## config.mk

```make
export PLATFORM = sky130hd
export DESIGN_NAME = pipelined_ripple_adder
export DESIGN_NICKNAME = d
export VERILOG_FILES = /design/src/rtl/pipelined_ripple_adder_pkg.sv /design/src/rtl/pipelined_ripple_adder_ripple_chunk.sv /design/src/rtl/pipelined_ripple_adder.sv
export SDC_FILE = /design/constraint.sdc
export NUM_CORES = 1
export LEC_CHECK = 0
export ABC_AREA = 1
export CORE_MARGIN = 3
export CORE_UTILIZATION = 54
export CTS_CLUSTER_SIZE = 12
export DETAILED_ROUTE_END_ITERATION = 12
export PLACE_DENSITY = 0.9
export SYNTH_ARGS = -nofsm -noshare
export SYNTH_HDL_FRONTEND = slang
export SYNTH_SLANG_ARGS = --single-unit
export TNS_END_PERCENT = 20
```

## constraint.sdc

```tcl
create_clock -name clk -period 4.2 [get_ports clk]
set_input_delay 0.84 -clock clk [delete_from_list [all_inputs] [get_ports clk]]
set_output_delay 0.84 -clock clk [all_outputs]
set_load 0.01 [all_outputs]
```

## src/rtl/pipelined_ripple_adder_pkg.sv

```systemverilog
// Shared helpers for the pipelined ripple-carry adder.
// Covers per-stage chunk sizing and parameter legality.
package adder_pkg;

    // Number of sum bits produced by each pipeline stage.
    function automatic int chunk_width(input int width, input int stages);
        return (stages > 0) ? width / stages : width;
    endfunction

    // The width must split into equal, non-empty chunks, one per stage.
    function automatic bit params_legal(input int width, input int stages);
        return (width >= 1) && (stages >= 1) && (stages <= width) &&
               (width % stages == 0);
    endfunction

endpackage

```

## src/rtl/pipelined_ripple_adder_ripple_chunk.sv

```systemverilog
// Combinational CHUNK-bit ripple-carry adder.
// This block holds one pipeline stage's slice of the add. It has no state.
module ripple_chunk
    import adder_pkg::*;
#(
    parameter int CHUNK = 4
) (
    input  logic [CHUNK-1:0] a,
    input  logic [CHUNK-1:0] b,
    input  logic             cin,
    output logic [CHUNK-1:0] sum,
    output logic             cout,
    output logic             c_msb
);

    // c[i] is the carry into bit i. c[CHUNK] is the carry out of the chunk.
    logic [CHUNK:0] c;

    // Ripple the carry from the LSB to the MSB of the chunk.
    always_comb begin
        // NOTE: every variable gets a default before the loop, so no path
        // leaves one unassigned and no latch is inferred.
        c    = '0;
        sum  = '0;
        c[0] = cin;
        // NOTE: use blocking assignments in combinational logic. Each
        // iteration must see the carry that the previous iteration just
        // computed.
        for (int i = 0; i < CHUNK; i++) begin
            sum[i]   = a[i] ^ b[i] ^ c[i];
            c[i + 1] = (a[i] & b[i]) | (c[i] & (a[i] ^ b[i]));
        end
    end

    assign cout  = c[CHUNK];
    assign c_msb = c[CHUNK-1];

endmodule

```

## src/rtl/pipelined_ripple_adder.sv

```systemverilog
// Pipelined ripple-carry adder with a valid/ready handshake on both sides.
// Each stage adds one CHUNK-bit slice and passes the carry forward.
// An empty stage always accepts a beat, so bubbles collapse under back-pressure.
module pipelined_ripple_adder
    import adder_pkg::*;
#(
    parameter int WIDTH  = 16,
    parameter int STAGES = 4
) (
    input  logic             clk,
    input  logic             rst,
    input  logic             in_valid,
    output logic             in_ready,
    input  logic [WIDTH-1:0] a,
    input  logic [WIDTH-1:0] b,
    input  logic             cin,
    output logic             out_valid,
    input  logic             out_ready,
    output logic [WIDTH-1:0] sum,
    output logic             carry,
    output logic             overflow
);

    localparam int CHUNK = chunk_width(WIDTH, STAGES);

    if (!params_legal(WIDTH, STAGES)) begin : g_param_check
        $error("pipelined_ripple_adder: illegal WIDTH=%0d STAGES=%0d", WIDTH, STAGES);
    end

    // Inter-stage links. Index 0 is the input port side. Index s is the
    // register output of stage s.
    // link_a/link_b carry the operand bits that are not yet added, shifted
    // down so that the next chunk always sits at bit 0.
    logic [WIDTH-1:0] link_a  [0:STAGES-1];
    logic [WIDTH-1:0] link_b  [0:STAGES-1];
    logic [WIDTH-1:0] link_s  [0:STAGES];
    logic             link_c  [0:STAGES];
    logic             link_v  [0:STAGES];
    logic             chunk_m [1:STAGES];
    logic [STAGES:1]  adv;
    logic             msb_c_q;

    assign link_a[0] = a;
    assign link_b[0] = b;
    assign link_s[0] = '0;
    assign link_c[0] = cin;
    assign link_v[0] = in_valid;

    // A stage may load when the stage after it moves, or when it holds no beat.
    always_comb begin
        adv         = '0;
        adv[STAGES] = out_ready || !link_v[STAGES];
        for (int k = STAGES - 1; k >= 1; k--) begin
            adv[k] = adv[k + 1] || !link_v[k];
        end
    end

    for (genvar s = 1; s <= STAGES; s++) begin : g_stage
        localparam int LO = (s - 1) * CHUNK;

        logic [CHUNK-1:0] op_a;
        logic [CHUNK-1:0] op_b;
        logic [CHUNK-1:0] chunk_sum;
        logic             chunk_cout;
        logic [WIDTH-1:0] sum_next;
        logic             v_q;
        logic             c_q;
        logic [WIDTH-1:0] s_q;

        assign op_a = CHUNK'(link_a[s-1]);
        assign op_b = CHUNK'(link_b[s-1]);

        ripple_chunk #(
            .CHUNK (CHUNK)
        ) u_chunk (
            .a     (op_a),
            .b     (op_b),
            .cin   (link_c[s-1]),
            .sum   (chunk_sum),
            .cout  (chunk_cout),
            .c_msb (chunk_m[s])
        );

        // Add this stage's chunk to the partial sum it received.
        always_comb begin
            sum_next                = link_s[s-1];
            sum_next[LO +: CHUNK]   = chunk_sum;
        end

        // Stage register: load on advance, otherwise hold every field.
        always_ff @(posedge clk or posedge rst) begin
            if (rst) begin
                // NOTE: clear the data registers as well as the valid bit.
                // After reset, sum and carry must read as 0, not as stale or X values.
                v_q <= 1'b0;
                c_q <= 1'b0;
                s_q <= '0;
            end else if (adv[s]) begin
                v_q <= link_v[s-1];
                c_q <= chunk_cout;
                s_q <= sum_next;
            end
        end

        assign link_v[s] = v_q;
        assign link_c[s] = c_q;
        assign link_s[s] = s_q;

        if (s < STAGES) begin : g_fwd
            logic [WIDTH-1:0] a_q;
            logic [WIDTH-1:0] b_q;

            // Pass the unconsumed operand bits down, with the next chunk at bit 0.
            always_ff @(posedge clk or posedge rst) begin
                if (rst) begin
                    a_q <= '0;
                    b_q <= '0;
                end else if (adv[s]) begin
                    a_q <= link_a[s-1] >> CHUNK;
                    b_q <= link_b[s-1] >> CHUNK;
                end
            end

            assign link_a[s] = a_q;
            assign link_b[s] = b_q;
        end
    end

    // Last stage: keep the carry into the word MSB so overflow can be derived.
    always_ff @(posedge clk or posedge rst) begin
        if (rst) begin
            msb_c_q <= 1'b0;
        end else if (adv[STAGES]) begin
            msb_c_q <= chunk_m[STAGES];
        end
    end

    assign in_ready  = adv[1];
    assign out_valid = link_v[STAGES];
    assign sum       = link_s[STAGES];
    assign carry     = link_c[STAGES];
    assign overflow  = msb_c_q ^ link_c[STAGES];

endmodule

```

-- After elaboration in Yosys (flattened, before gate mapping)
Index checks and enable logic that the tools add are counted.
- flip-flop bits (word level): 97
- bits of input ports: 37
- output and inout bits: 20
- logic and storage cells: 108
- bitwise gates (word level): 81
- reductions and logical operators: 8
- operators by type and width (kind ; number):
    XOR 1 bit ; 33
    bitwise AND 1 bit ; 32
    bitwise OR 1 bit ; 16
    zero test 1 bit ; 4
    logical OR 1 bit ; 4

-- Logic depth before layout (Yosys ltp)
Gate-level depths: netlist of run 1.
- depth after elaboration: 9
- gate-level depth with buffers: 10
- mapped depth without buffers: 10

-- Cells and area by module
A second synthesis of run 1 with hierarchy kept.
- cell total of the unflattened synthesis: 462
- area total of the unflattened synthesis: 4160.2 um^2
- by module, submodules not included (module ; instances ; cells an instance ; area an instance (um^2) ; sequential area each (um^2)):
    pipelined_ripple_adder ; 1 ; 414 ; 3719.8 ; 2427.3
    ripple_chunk ; 4 ; 12 ; 110.1 ; 0.0

-- Worst setup path before layout of run 1
No wires, ideal clock.
- kind: input -> register
- start: in a[0]
- end: reg g_stage[1].s_q[3]
- setup time: 66 ps
- arrival time: 2449 ps
- data required time: 4134 ps
- path slack: 1685 ps
- stages on the path: 10
- path buffers: 0
- cells stage by stage: fa_1 -> inv_1 -> fa_1 -> inv_1 -> fa_1 -> inv_1 -> fa_1 -> inv_1 -> nand2_1 -> nand2_1
- word-level cells in the longest chain between the ends: 8
- elaborated cells between the ends (all ways): 9
- those cells by class: bitwise (9)
- RTL lines (item ; RTL line ; RTL):
    from (decl) ; pipelined_ripple_adder.sv:14 ; input logic [WIDTH-1:0] a,
    XOR 1 bit ; pipelined_ripple_adder_ripple_chunk.sv:31 ; c[i + 1] = (a[i] & b[i]) | (c[i] & (a[i] ^ b[i]));
    bitwise AND 1 bit ; pipelined_ripple_adder_ripple_chunk.sv:31 ;
    bitwise OR 1 bit * ; pipelined_ripple_adder_ripple_chunk.sv:31 ;
    bitwise AND 1 bit * ; pipelined_ripple_adder_ripple_chunk.sv:31 ;
    bitwise OR 1 bit * ; pipelined_ripple_adder_ripple_chunk.sv:31 ;
    bitwise AND 1 bit * ; pipelined_ripple_adder_ripple_chunk.sv:31 ;
    bitwise OR 1 bit * ; pipelined_ripple_adder_ripple_chunk.sv:31 ;
    XOR 1 bit * ; pipelined_ripple_adder_ripple_chunk.sv:30 ; sum[i] = a[i] ^ b[i] ^ c[i];
    to (signal assigned) ; pipelined_ripple_adder.sv:101 ; s_q <= sum_next;
    to (decl) ; pipelined_ripple_adder.sv:68 ; logic [WIDTH-1:0] s_q;
Mark *: on every way between the ends. The rest lies on a longest branch, timed or not.
A chain may end at the register's enable or synchronous reset.

-- Final worst setup path of run 1
- start: in out_ready
- end: out in_ready
- word-level cells in the longest chain between the ends: 4
- RTL lines (item ; RTL line ; RTL):
    from (decl) ; pipelined_ripple_adder.sv:18 ; input logic out_ready,
    logical OR 1 bit ; pipelined_ripple_adder.sv:52 ; adv[STAGES] = out_ready || !link_v[STAGES];
    logical OR 1 bit (3 in series) ; pipelined_ripple_adder.sv:54 ; adv[k] = adv[k + 1] || !link_v[k];
    to (decl) ; pipelined_ripple_adder.sv:13 ; output logic in_ready,
No other way between the ends.

==> results of run 1 <==
[power breakdown]
group          total [W]  internal [W]  switching (W)
registers        0.00130       0.00116       0.000142
logic           0.000638      0.000309       0.000328
clock network   0.000550      0.000248       0.000302
total            0.00249       0.00172       0.000772
[registers in the layout, summed over array words and instances (netlist names)]
signal             count
g_stage.c_q            3
g_stage.g_fwd.a_q     24
g_stage.g_fwd.b_q     24
sum                   16
carry                  1
msb_c_q                1
out_valid              1
g_stage.v_q            3
g_stage.s_q           24
[Yosys cell counts, types with 2 or more instances]
| cell type | number |
|---|---|
| buf_2 | 8 |
| buf_6 | 2 |
| clkbuf_1 | 10 |
| dfrtp_1 | 97 |
| fa_1 | 16 |
| inv_1 | 36 |
| nand2_1 | 227 |
| nand3_1 | 29 |
| o21ai_0 | 13 |
| or2_2 | 2 |
[metal layers]
metal	share of wire	track usage
met5	0	0
met4	0.019	0.09158
met3	0.057	0.02574
met2	0.50	0.3252
met1	0.43	0.2512
[final timing paths]
kind / end / slack, ns / depth (start not counted)
max: in_ready / 0.88 / 5
min: g_stage[2].g_fwd.a_q[3]$_DFFE_PP0P_ / 0.47 / 2
max reg2reg: g_stage[3].s_q[11]$_DFFE_PP0P_ / 1.96 / 8
min reg2reg: g_stage[2].g_fwd.a_q[3]$_DFFE_PP0P_ / 0.47 / 2
max in group asynchronous: sum[1]$_DFFE_PP0P_ / 2.57 / 3
min in group asynchronous: sum[13]$_DFFE_PP0P_ / 0.82 / 2
[layout by cell type (no fill, tap or decap)]
cell type | synthesis | routed
o21ai_0 | 13 | 13
nor2_4 | 1 | 1
clkinv_2 | 0 | 2
clkdlybuf4s50_1 | 0 | 56
nor2_2 | 1 | 1
clkinvlp_4 | 0 | 1
nand3_1 | 29 | 29
clkbuf_8 | 0 | 11
inv_2 | 1 | 1
nand2_1 | 227 | 227
dfrtp_1 | 97 | 97
nand3_2 | 1 | 1
or2_2 | 2 | 2
nand4_1 | 1 | 1
inv_1 | 36 | 35
xor2_1 | 1 | 1
clkbuf_1 | 10 | 3
fa_1 | 16 | 16
buf_4 | 1 | 5
[cell families (layout without fill, tap and decap cells)]
logic type | after synthesis | count (layout)
AND/OR/NAND/NOR | 262 | 262
flip-flops | 97 | 97
buffers and inverters | 58 | 114
adder cells (fa/ha/maj) | 16 | 16
AO/OA/AOI/OAI | 13 | 13
XOR/XNOR | 1 | 1
[worst register-to-register path, stage by stage, from the launching register on]
cell and delay [ns]:
dfrtp_1 0.42, fa_1 0.42, inv_1 0.07, fa_1 0.16, inv_1 0.05, fa_1 0.38
inv_1 0.08, fa_1 0.40, o21ai_0 0.16
[cell type report]
cell class / count / area [sq um]
repair buffers: 61 / 598.1
well taps: 99 / 123.9
flip-flops and latches: 97 / 2427
clock inverters: 2 / 12.51
clock buffers: 14 / 162.7
inverters: 37 / 140.1
multi-input cells: 292 / 1438
fillers: 541 / 2429
[stage by stage]
step | setup WS, ns | power (W) | instances | util | hold slack [ns]
2_1_floorplan | 0.8263 | 0.001664 | 447 | - | 0.4422
3_3_place_gp | 0.9569 | 0.001919 | 586 | 0.6448 | 0.4524
3_5_place_dp | 0.8931 | 0.001963 | 586 | 0.6448 | 0.4594
4_1_cts | 0.8803 | 0.002513 | 602 | 0.6687 | 0.4760
5_1_grt | 0.8312 | 0.002656 | 602 | 0.6687 | 0.4993
6_report | 0.8789 | 0.002492 | 602 | 0.6687 | 0.4715
==> results by group, run 1 <==
Run status
  – Outcome: finished clean

Setup path
  – CP Class: in -> out
  – Critical-path cell list: clkdlybuf4s50_1 > nor2_2 > nand4_1 > buf_4 > clkdlybuf4s50_1
  – Required time worst endpoint: ~3.4 ns
  – CP Max Fanout: 31
  – R2r startpoint: g_stage[2].c_q$_DFFE_PP0P_
  – Worst path bufs/invs: 3
  – Critical Path Start Type: primary input
  – Top Family by Delay on Critical Path: buffers and inverters
  – WP data arrival: 2.48 ns
  – Critical Path Start: out_ready
  – Max incr delay on CP: 0.60 ns
  – Critical path endpoint category: output pin
  – Slowest stage cell, crit path: clkdlybuf4s50_1
  – Most frequent CP cell: clkdlybuf4s50_1

Timing
  – Final Skew: 0.007632 ns
  – Unrepaired setup endpoints after global routing: no
  – Clock period minus worst slack: 3.321 ns
  – Max-slew violations: 0
  – Final hold vios: 0
  – Worst slew pin tran: between 0.9 and 1 ns
  – Setup TNS: 0 ns
  – Fmax: about 0.30 GHz
  – Final setup violation count: 0
  – Rel. slew slack: 0.3603
  – Tcrit/Tclk final: 0.7907

Finish
  – Final #Nets: 551
  – Cell area after layout: 4902 sq um
  – Share of cells above drive strength 1: 0.04970
  – Area Growth Syn to Fin: 19.23%
  – Diode count: 0

Detailed routing
  – Drc violations: 0
  – 1st-iter DRT viols: 179
  – DR vias/cell: around 5
  – Drt wl/cell: between 10 and 15 um
  – Post-route ant nets: 0
  – First-pass DRT Iterations: 4
  – Via count: ~2900
  – WL final: 7669 um

Synth
  – Mapped cell area: 4111 sq um
  – Top cells by area, synth: dfrtp_1, nand2_1, fa_1, nand3_1, inv_1
  – Synth Area in XOR/XNOR: 0.002130
  – Synth warnings: 0
  – Simple-gate share of the synthesized area: 0.2538
  – Yosys top cell by area: dfrtp_1
  – Compound-Gate Fraction of Synth Area: 0.01582
  – Post-synthesis register bit count: between 90 and 100
  – Seq/Total Area, Yosys: 0.5904
  – Post-synthesis adder-cell area fraction: 0.07791
  – Netlist cell types: 17
  – Dominant synthesized flop cell: dfrtp_1
  – Post-Synthesis Net Count: 500
  – Synthesized area per cell: roughly 9.2 sq um
  – Top cell type's share of synthesized area: 0.5904
  – Cell count after synthesis: between 400 and 500
  – EDFF count, synth: 0
  – Async SR Flop Fraction: 1.000
  – Post-synthesis mux area share: 0
  – Main combinational cell family by area after synthesis: simple AND/OR/NAND/NOR gates

Clock network
  – CTS hold repair buffers: 0
  – H-tree levels: 3
  – CTS root buffer: clkbuf_8
  – CTS clk-pin slew, worst paths: approximately 0.080 ns
  – Post-CTS Setup Inserts: 0
  – CTS resizes: 0
  – Clk Latency, worst-skew pair: roughly 0.37 ns
  – # clock sinks: 97
  – Max clock buf depth: 2
  – CTS tree: built
  – CTS buffer count: 9

Floorplan
  – I/O pins: 57
  – Core area: roughly 7300 sq um
  – Initial Util: 0.5608
  – Die Height: 93.26 um
  – Full die area: about 8700 sq um
  – Die X: approximately 93 um
  – Row Count: 31

Placed design
  – Port bufs: 56
  – Post-detail-place hpwl: approximately 5300 um
  – Area post-placement: ~4700 sq um
  – GPL Wtd Cong: between 0.8 and 0.9

GRT
  – Number of global-route vias before repair: 2962
  – First-pass GRT wire length: around 13000 um
  – Largest net degree at the start of global routing: 47
  – Initial antenna violation count: 0
  – Total congestion overflow: 0
  – Total global-route track usage: 0.1940

Hold path
  – Hold Crit Class: reg -> reg
  – Hold Startpoint: g_stage[1].g_fwd.a_q[7]$_DFFE_PP0P_

Job
  – # Max-Cap Violations: 0

Pwr
  – Leakage Power: 2.547 nW
  – Worst VDD drop: approximately 190 uV
  – Pwr Density: between 500 and 600 nW/um^2
No activity file was read; power rests on OpenSTA's default activity.
==> run 2: changes to the inputs <==
--- a/config.mk
+++ b/config.mk
@@ -7,10 +7,10 @@
 export LEC_CHECK = 0
 export ABC_AREA = 1
 export CORE_MARGIN = 3
-export CORE_UTILIZATION = 54
+export CORE_UTILIZATION = 49
 export CTS_CLUSTER_SIZE = 12
 export DETAILED_ROUTE_END_ITERATION = 12
-export PLACE_DENSITY = 0.9
+export PLACE_DENSITY = 0.87
 export SYNTH_ARGS = -nofsm -noshare
 export SYNTH_HDL_FRONTEND = slang
 export SYNTH_SLANG_ARGS = --single-unit
==> constraint.sdc (replaced) <==
create_clock -name clk -period 2.8 [get_ports clk]
set_input_delay 0.56 -clock clk [delete_from_list [all_inputs] [get_ports clk]]
set_output_delay 0.56 -clock clk [all_outputs]
set_load 0.01 [all_outputs]
==> run 2 against run 1 <==
First-iteration DRC count is 3.4% higher. Sequential power is 50% higher. Critical path type unchanged. Register-to-register slack lost 1.4 ns. Routed wire length down 5.0%. Final area is 1.8% higher. Worst setup slack worse by 0.58 ns. Largest power group unchanged. Non-clock buffer count rose by 2. Utilization fell by 3.9 points. Sequential share of layout area is 0.88 points lower. Die area rose by 9.5%.
==> results by group, run 2 (synthesis results as in run 1) <==
Floorplan
  – Core area: 7928 sq um (+8.1%)
  – Die Height: 97.60 um (+4.7%)
  – Row Count: 32 (+3.2%)
  – Full die area: 9526 sq um (+9.5%)
  – I/O pins: 57 (unchanged)
  – Die X: 97.60 um (+4.7%)
  – Initial Util: 0.5186 (-0.04222)

Finish
  – Biggest regs: g_stage.g_fwd.a_q x24, g_stage.g_fwd.b_q x24, g_stage.s_q x24
  – Cell area after layout: 4991 sq um (+1.8%)
  – Final #Nets: 553 (+0.36%)
  – Area Growth Syn to Fin: 21.39%
  – Share of cells above drive strength 1: 0.05941 (+0.009704)
  – Most frequent cells in the layout: nand2_1, dfrtp_1, clkdlybuf4s50_1
  – Diode count: 0 (unchanged)
  – Commonest non-fill, non-tap cell in the layout: nand2_1

Clock network
  – CTS buffer count: 9 (unchanged)
  – # clock sinks: 97 (unchanged)
  – CTS tree: built
  – CTS clk-pin slew, worst paths: 0.09 ns (about the same)
  – Post-CTS Setup Inserts: 0 (unchanged)
  – Max clock buf depth: 2 (unchanged)
  – CTS hold repair buffers: 0 (unchanged)
  – CTS root buffer: clkbuf_8
  – CTS resizes: 0 (unchanged)
  – Clk Latency, worst-skew pair: 0.36 ns (about the same)
  – H-tree levels: 3 (unchanged)

Placed design
  – Port bufs: 56 (unchanged)
  – GPL Wtd Cong: 0.7785 (-3.0%)
  – Area post-placement: 4761 sq um (+0.71%)
  – Post-detail-place hpwl: 5177 um (-2.8%)

GRT
  – Number of global-route vias before repair: 2900 (-2.1%)
  – First-pass GRT wire length: 13080 um (-0.47%)
  – Initial antenna violation count: 0 (unchanged)
  – Total congestion overflow: 0 (unchanged)
  – Largest net degree at the start of global routing: 98 (+110%)
  – Total global-route track usage: 0.1690 (-0.02506)

Setup path
  – CP Max Fanout: 2 (-94%)
  – Required time worst endpoint: 2.24 ns (-1.12 ns)
  – CP Class: in -> out
  – Critical path endpoint category: output pin
  – WP data arrival: 1.94 ns (-0.54 ns)
  – Critical Path Start Type: primary input

Detailed routing
  – First-pass DRT Iterations: 4 (unchanged)
  – Via count: 2917 (-0.31%)
  – WL final: 7289 um (-5.0%)
  – Post-route ant nets: 0 (unchanged)
  – Drc violations: 0 (unchanged)
  – DR vias/cell: 4.806 (-1.1%)
  – Drt wl/cell: 12.01 um (-5.7%)
  – 1st-iter DRT viols: 185 (+3.4%)

Timing
  – Unrepaired setup endpoints after global routing: no
  – Worst slew pin tran: 0.6513 ns (-0.3083 ns)
  – Setup TNS: 0 ns (unchanged)
  – Final setup violation count: 0 (unchanged)
  – Final hold vios: 0 (unchanged)
  – Rel. slew slack: 0.5654 (+0.2051)
  – Clock period minus worst slack: 2.502 ns
  – Fmax: between 0.3 and 0.4 GHz
  – Final Skew: 0.008909 ns (+0.001276 ns)
  – Max-slew violations: 0 (unchanged)
  – Tcrit/Tclk final: 0.8936

Pwr
  – Leakage Power: 2.587 nW (+1.6%)
  – Worst VDD drop: 311.4 uV (+62%)
  – Pwr Density: 786.8 nW/um^2 (+55%)

Run status
  – Outcome: finished clean

Hold path
  – Hold Crit Class: reg -> reg

Job
  – # Max-Cap Violations: 0 (unchanged)
-- run 2: cell count changes in the layout (fill, tap and decap cells not counted), sizes merged --
cell / delta
bufinv: +2
clkinv: -1
buf: +2
inv: +4
clkbuf: -5
-- run 2: cell type report --
| type | count | area [sq um] |
|---|---|---|
| fillers | 643 | 2937 |
| flip-flops and latches | 97 | 2427 |
| repair buffers | 63 | 625.6 |
| multi-input cells | 292 | 1438 |
| clock inverters | 7 | 106.4 |
| well taps | 102 | 127.6 |
| inverters | 37 | 142.6 |
| clock buffers | 9 | 123.9 |
-- run 2: where the power goes --
group | switching, W | internal [W]
Sequential | 0.000205 | 0.00174
Clock | 0.000498 | 0.000520
Combinational | 0.000491 | 0.000469
Total | 0.00119 | 0.00273
-- run 2: path summary, 6_finish.rpt --
check,start,to,slack (ns),cells after the start
max,out_ready,in_ready,0.30,4
min,sum[11]$_DFFE_PP0P_,sum[11]$_DFFE_PP0P_,0.47,2
max reg2reg,g_stage[1].c_q$_DFFE_PP0P_,g_stage[2].s_q[7]$_DFFE_PP0P_,0.56,8
min reg2reg,sum[11]$_DFFE_PP0P_,sum[11]$_DFFE_PP0P_,0.47,2
max in group asynchronous,rst,sum[11]$_DFFE_PP0P_,1.75,3
min in group asynchronous,rst,sum[8]$_DFFE_PP0P_,0.68,3
-- run 2: through the flow --
step / setup WS (ns) / utilization / total power (W) / hold WS [ns] / instances
4_1_cts: 0.3124 / 0.6296 / 0.003983 / 0.4779 / 607
6_report: 0.2979 / 0.6296 / 0.003927 / 0.4740 / 607
3_3_place_gp: 0.08671 / 0.6005 / 0.002897 / 0.4533 / 591
5_1_grt: 0.2480 / 0.6296 / 0.004217 / 0.4994 / 607
3_5_place_dp: 0.01488 / 0.6005 / 0.002954 / 0.4592 / 591
2_1_floorplan: 0.5651 / - / 0.002497 / 0.4422 / 447
-- run 2: routing by layer --
metal  part of all wire  vias to the layer above  GRT usage
li1                   -                     1455          -
met5                  0                        -          0
met1               0.45                     1373     0.2201
met4              0.014                        0    0.05538
met2               0.47                       79     0.2741
met3              0.059                       10    0.04810
-- run 2: worst max-delay path, cell delays in order --
cell,delay (ns)
clkdlybuf4s50_1,0.45
nor2_2,0.17
nand4_1,0.21
clkdlybuf4s50_1,0.55
==> run 3: changes to the inputs <==
--- a/config.mk
+++ b/config.mk
@@ -6,11 +6,13 @@
 export NUM_CORES = 1
 export LEC_CHECK = 0
 export ABC_AREA = 1
+export CELL_PAD_IN_SITES_DETAIL_PLACEMENT = 2
+export CELL_PAD_IN_SITES_GLOBAL_PLACEMENT = 2
 export CORE_MARGIN = 3
-export CORE_UTILIZATION = 49
+export CORE_UTILIZATION = 30
 export CTS_CLUSTER_SIZE = 12
 export DETAILED_ROUTE_END_ITERATION = 12
-export PLACE_DENSITY = 0.87
+export PLACE_DENSITY = 0.86
 export SYNTH_ARGS = -nofsm -noshare
 export SYNTH_HDL_FRONTEND = slang
 export SYNTH_SLANG_ARGS = --single-unit
==> run 3 against run 2 <==
Final area up 3.0%. Count of clock-buffer cells in the layout up 1. Critical path depth unchanged. Fmax down 1.3%. Largest power group unchanged. Cell count up 12%.
==> results by group, run 3 (synthesis results as in run 1) <==
Timing
  – Tcrit/Tclk final: 0.9057 (+0.01209)
  – Rel. slew slack: 0.5129 (-0.05243)
  – Worst slew pin tran: 0.7298 ns (+0.07855 ns)
  – Hold WS: 0.4722 ns (-0.001763 ns)
  – Fmax: 0.3943 GHz (-1.3%)
  – Final Skew: 0.006439 ns (-0.002470 ns)
  – Final hold vios: 0 (unchanged)
  – Final setup violation count: 0 (unchanged)
  – Setup TNS: 0 ns (unchanged)
  – Final WS setup: 0.2640 ns (-0.03386 ns)
  – Clock period minus worst slack: 2.536 ns (+0.03386 ns)
  – Max-slew violations: 0 (unchanged)
  – Unrepaired setup endpoints after global routing: no

Clock network
  – CTS hold repair buffers: 0 (unchanged)
  – CTS buffer count: 9 (unchanged)
  – CTS tree: built
  – H-tree levels: 3 (unchanged)
  – # clock sinks: 97 (unchanged)
  – Max clock buf depth: 2 (unchanged)
  – CTS resizes: 0 (unchanged)
  – Clk Latency, worst-skew pair: 0.34 ns (-0.02 ns)
  – Post-CTS Setup Inserts: 0 (unchanged)
  – CTS root buffer: clkbuf_16
  – CTS clk-pin slew, worst paths: 0.06 ns (-0.03 ns)

Finish
  – Reg area: 2427 sq um (unchanged)
  – Biggest regs: g_stage.g_fwd.a_q x24, g_stage.g_fwd.b_q x24, g_stage.s_q x24
  – Final core utilization: 0.3852 (-0.2444)
  – Diode count: 0 (unchanged)
  – Final #Nets: 553 (unchanged)
  – Area of the multi-input gates: 1438 sq um (unchanged)
  – Most frequent cells in the layout: nand2_1, dfrtp_1, clkdlybuf4s50_1
  – Area Growth Syn to Fin: 25.05%
  – Final std cells w/o fill: 680 (+12%)
  – Commonest non-fill, non-tap cell in the layout: nand2_1
  – Fill count: 1488 (+130%)
  – Share of cells above drive strength 1: 0.05556 (-0.003850)

Pwr
  – Clk network pwr share: 0.270 (+0.011)
  – Int Pwr: 0.002827 W (+3.4%)
  – Switching share of power: 0.3158 (+0.01176)
  – Leakage Power: 2.603 nW (+0.59%)
  – Pwr Density: 803.7 nW/um^2 (+2.1%)
  – Combinational power share: 0.252 (+0.008)
  – Worst VDD drop: 310.9 uV (-0.18%)
  – Switch Pwr: 0.001305 W (+9.3%)
  – Sequential share of power: 0.478 (-0.018)

Setup path
  – Reg2Reg Depth: 8 (unchanged)
  – Worst setup path endpoint: in_ready
  – Worst R2R Setup Slack: 0.54 ns (-0.02 ns)
  – Worst R2R End: g_stage[3].s_q[11]$_DFFE_PP0P_
  – CP Max Fanout: 2 (unchanged)
  – Required time worst endpoint: 2.24 ns (about the same)
  – R2r startpoint: g_stage[2].c_q$_DFFE_PP0P_
  – Critical Path Start: out_ready
  – WP data arrival: 1.98 ns (+0.04 ns)
  – CP Class: in -> out
  – Critical path endpoint category: output pin
  – Critical Path Start Type: primary input

Floorplan
  – Full die area: 15150 sq um (+59%)
  – Core area: 13350 sq um (+68%)
  – Die Height: 123.1 um (+26%)
  – Die X: 123.1 um (+26%)
  – I/O pins: 57 (unchanged)
  – Initial Util: 0.3080 (-0.2106)
  – Row Count: 42 (+31%)

Detailed routing
  – Drt wl/cell: 15.35 um (+28%)
  – Metal-1 WL: 4552 um (+38%)
  – WL final: 10440 um (+43%)
  – 1st-iter DRT viols: 175 (-5.4%)
  – Post-route ant nets: 0 (unchanged)
  – First-pass DRT Iterations: 4 (unchanged)
  – Met3 wire length: 257 um (-40%)
  – Top Metal Used: met4
  – WL met2: 5467 um (+58%)
  – Via count: 3016 (+3.4%)
  – DR vias/cell: 4.435 (-7.7%)
  – Drc violations: 0 (unchanged)

Placed design
  – Setup slack after placement: -0.07607 ns (-0.09094 ns)
  – Port bufs: 56 (unchanged)
  – GPL Wtd Cong: 0.7267 (-6.7%)
  – Post-detail-place hpwl: 7481 um (+45%)
  – # placed instances: 665 (+13%)

Hold path
  – Hold Crit Class: reg -> reg

GRT
  – Total global-route track usage: 0.1524 (-0.01659)
  – Number of global-route vias before repair: 3519 (+21%)
  – Largest net degree at the start of global routing: 50 (-49%)
  – Initial antenna violation count: 0 (unchanged)
  – First-pass GRT wire length: 17750 um (+36%)
  – Total congestion overflow: 0 (unchanged)

Job
  – # Max-Cap Violations: 0 (unchanged)

Run status
  – Outcome: finished clean
-- run 3: changes by cell type in the layout (fill, tap and decap cells not counted) --
cell,delta
bufinv_16,-2
buf_4,-2
clkbuf_1,+1
inv_6,-3
inv_8,-1
clkbuf_8,-9
clkinvlp_4,+2
buf_12,+2
clkinv_2,+2
clkbuf_16,+9
-- run 3: stage by stage --
stage | total power (W) | area, sq um
4_1_cts | 0.004211 | 5141
3_3_place_gp | 0.002948 | 4878
6_report | 0.004132 | 5141
3_5_place_dp | 0.003061 | 4878
5_1_grt | 0.004442 | 5141
2_1_floorplan | 0.002497 | 4115
-- run 3: layer usage --
layer,vias up,track usage
li1,1453,-
met3,10,0.01693
met1,1510,0.1864
met4,0,0.06436
met2,43,0.2726
met5,-,0
-- run 3: power groups by stage --
stage / Sequential [W] / Combinational [W] / Clock, W
final: 0.00197 / 0.00104 / 0.00112
after global routing: 0.00202 / 0.00121 / 0.00121
after CTS: 0.00198 / 0.00108 / 0.00115
after detailed placement: 0.00200 / 0.00106 / 0
after global placement: 0.00197 / 0.000978 / 0
after floorplan: 0.00198 / 0.000518 / 0
-- run 3: worst max-delay path, cell delays in order --
cell	delay, ns
clkdlybuf4s50_1	0.46
nor2_2	0.14
nand4_1	0.24
clkdlybuf4s50_1	0.57
-- run 3: worst min path at each step --
| stage | startpoint | to | slack [ns] | cells after the start |
|---|---|---|---|---|
| final | sum[5]$_DFFE_PP0P_ | sum[5]$_DFFE_PP0P_ | 0.47 | 2 |
| after global routing | sum[5]$_DFFE_PP0P_ | sum[5]$_DFFE_PP0P_ | 0.50 | 2 |
| after CTS | g_stage[3].s_q[6]$_DFFE_PP0P_ | g_stage[3].s_q[6]$_DFFE_PP0P_ | 0.48 | 2 |
| after detailed placement | g_stage[1].g_fwd.a_q[11]$_DFFE_PP0P_ | g_stage[2].g_fwd.a_q[7]$_DFFE_PP0P_ | 0.46 | 2 |
| after global placement | g_stage[1].g_fwd.b_q[5]$_DFFE_PP0P_ | g_stage[2].g_fwd.b_q[1]$_DFFE_PP0P_ | 0.46 | 2 |
| after floorplan | g_stage[3].s_q[0]$_DFFE_PP0P_ | g_stage[3].s_q[0]$_DFFE_PP0P_ | 0.44 | 2 |
-- run 3: cell type report --
type                    instances  share of cell area
well taps                     176             0.04283
clock inverters                 5            0.006571
clock buffers                  10             0.04454
repair buffers                 63              0.1266
multi-input cells             292              0.2796
inverters                      37             0.02774
flip-flops and latches         97              0.4721
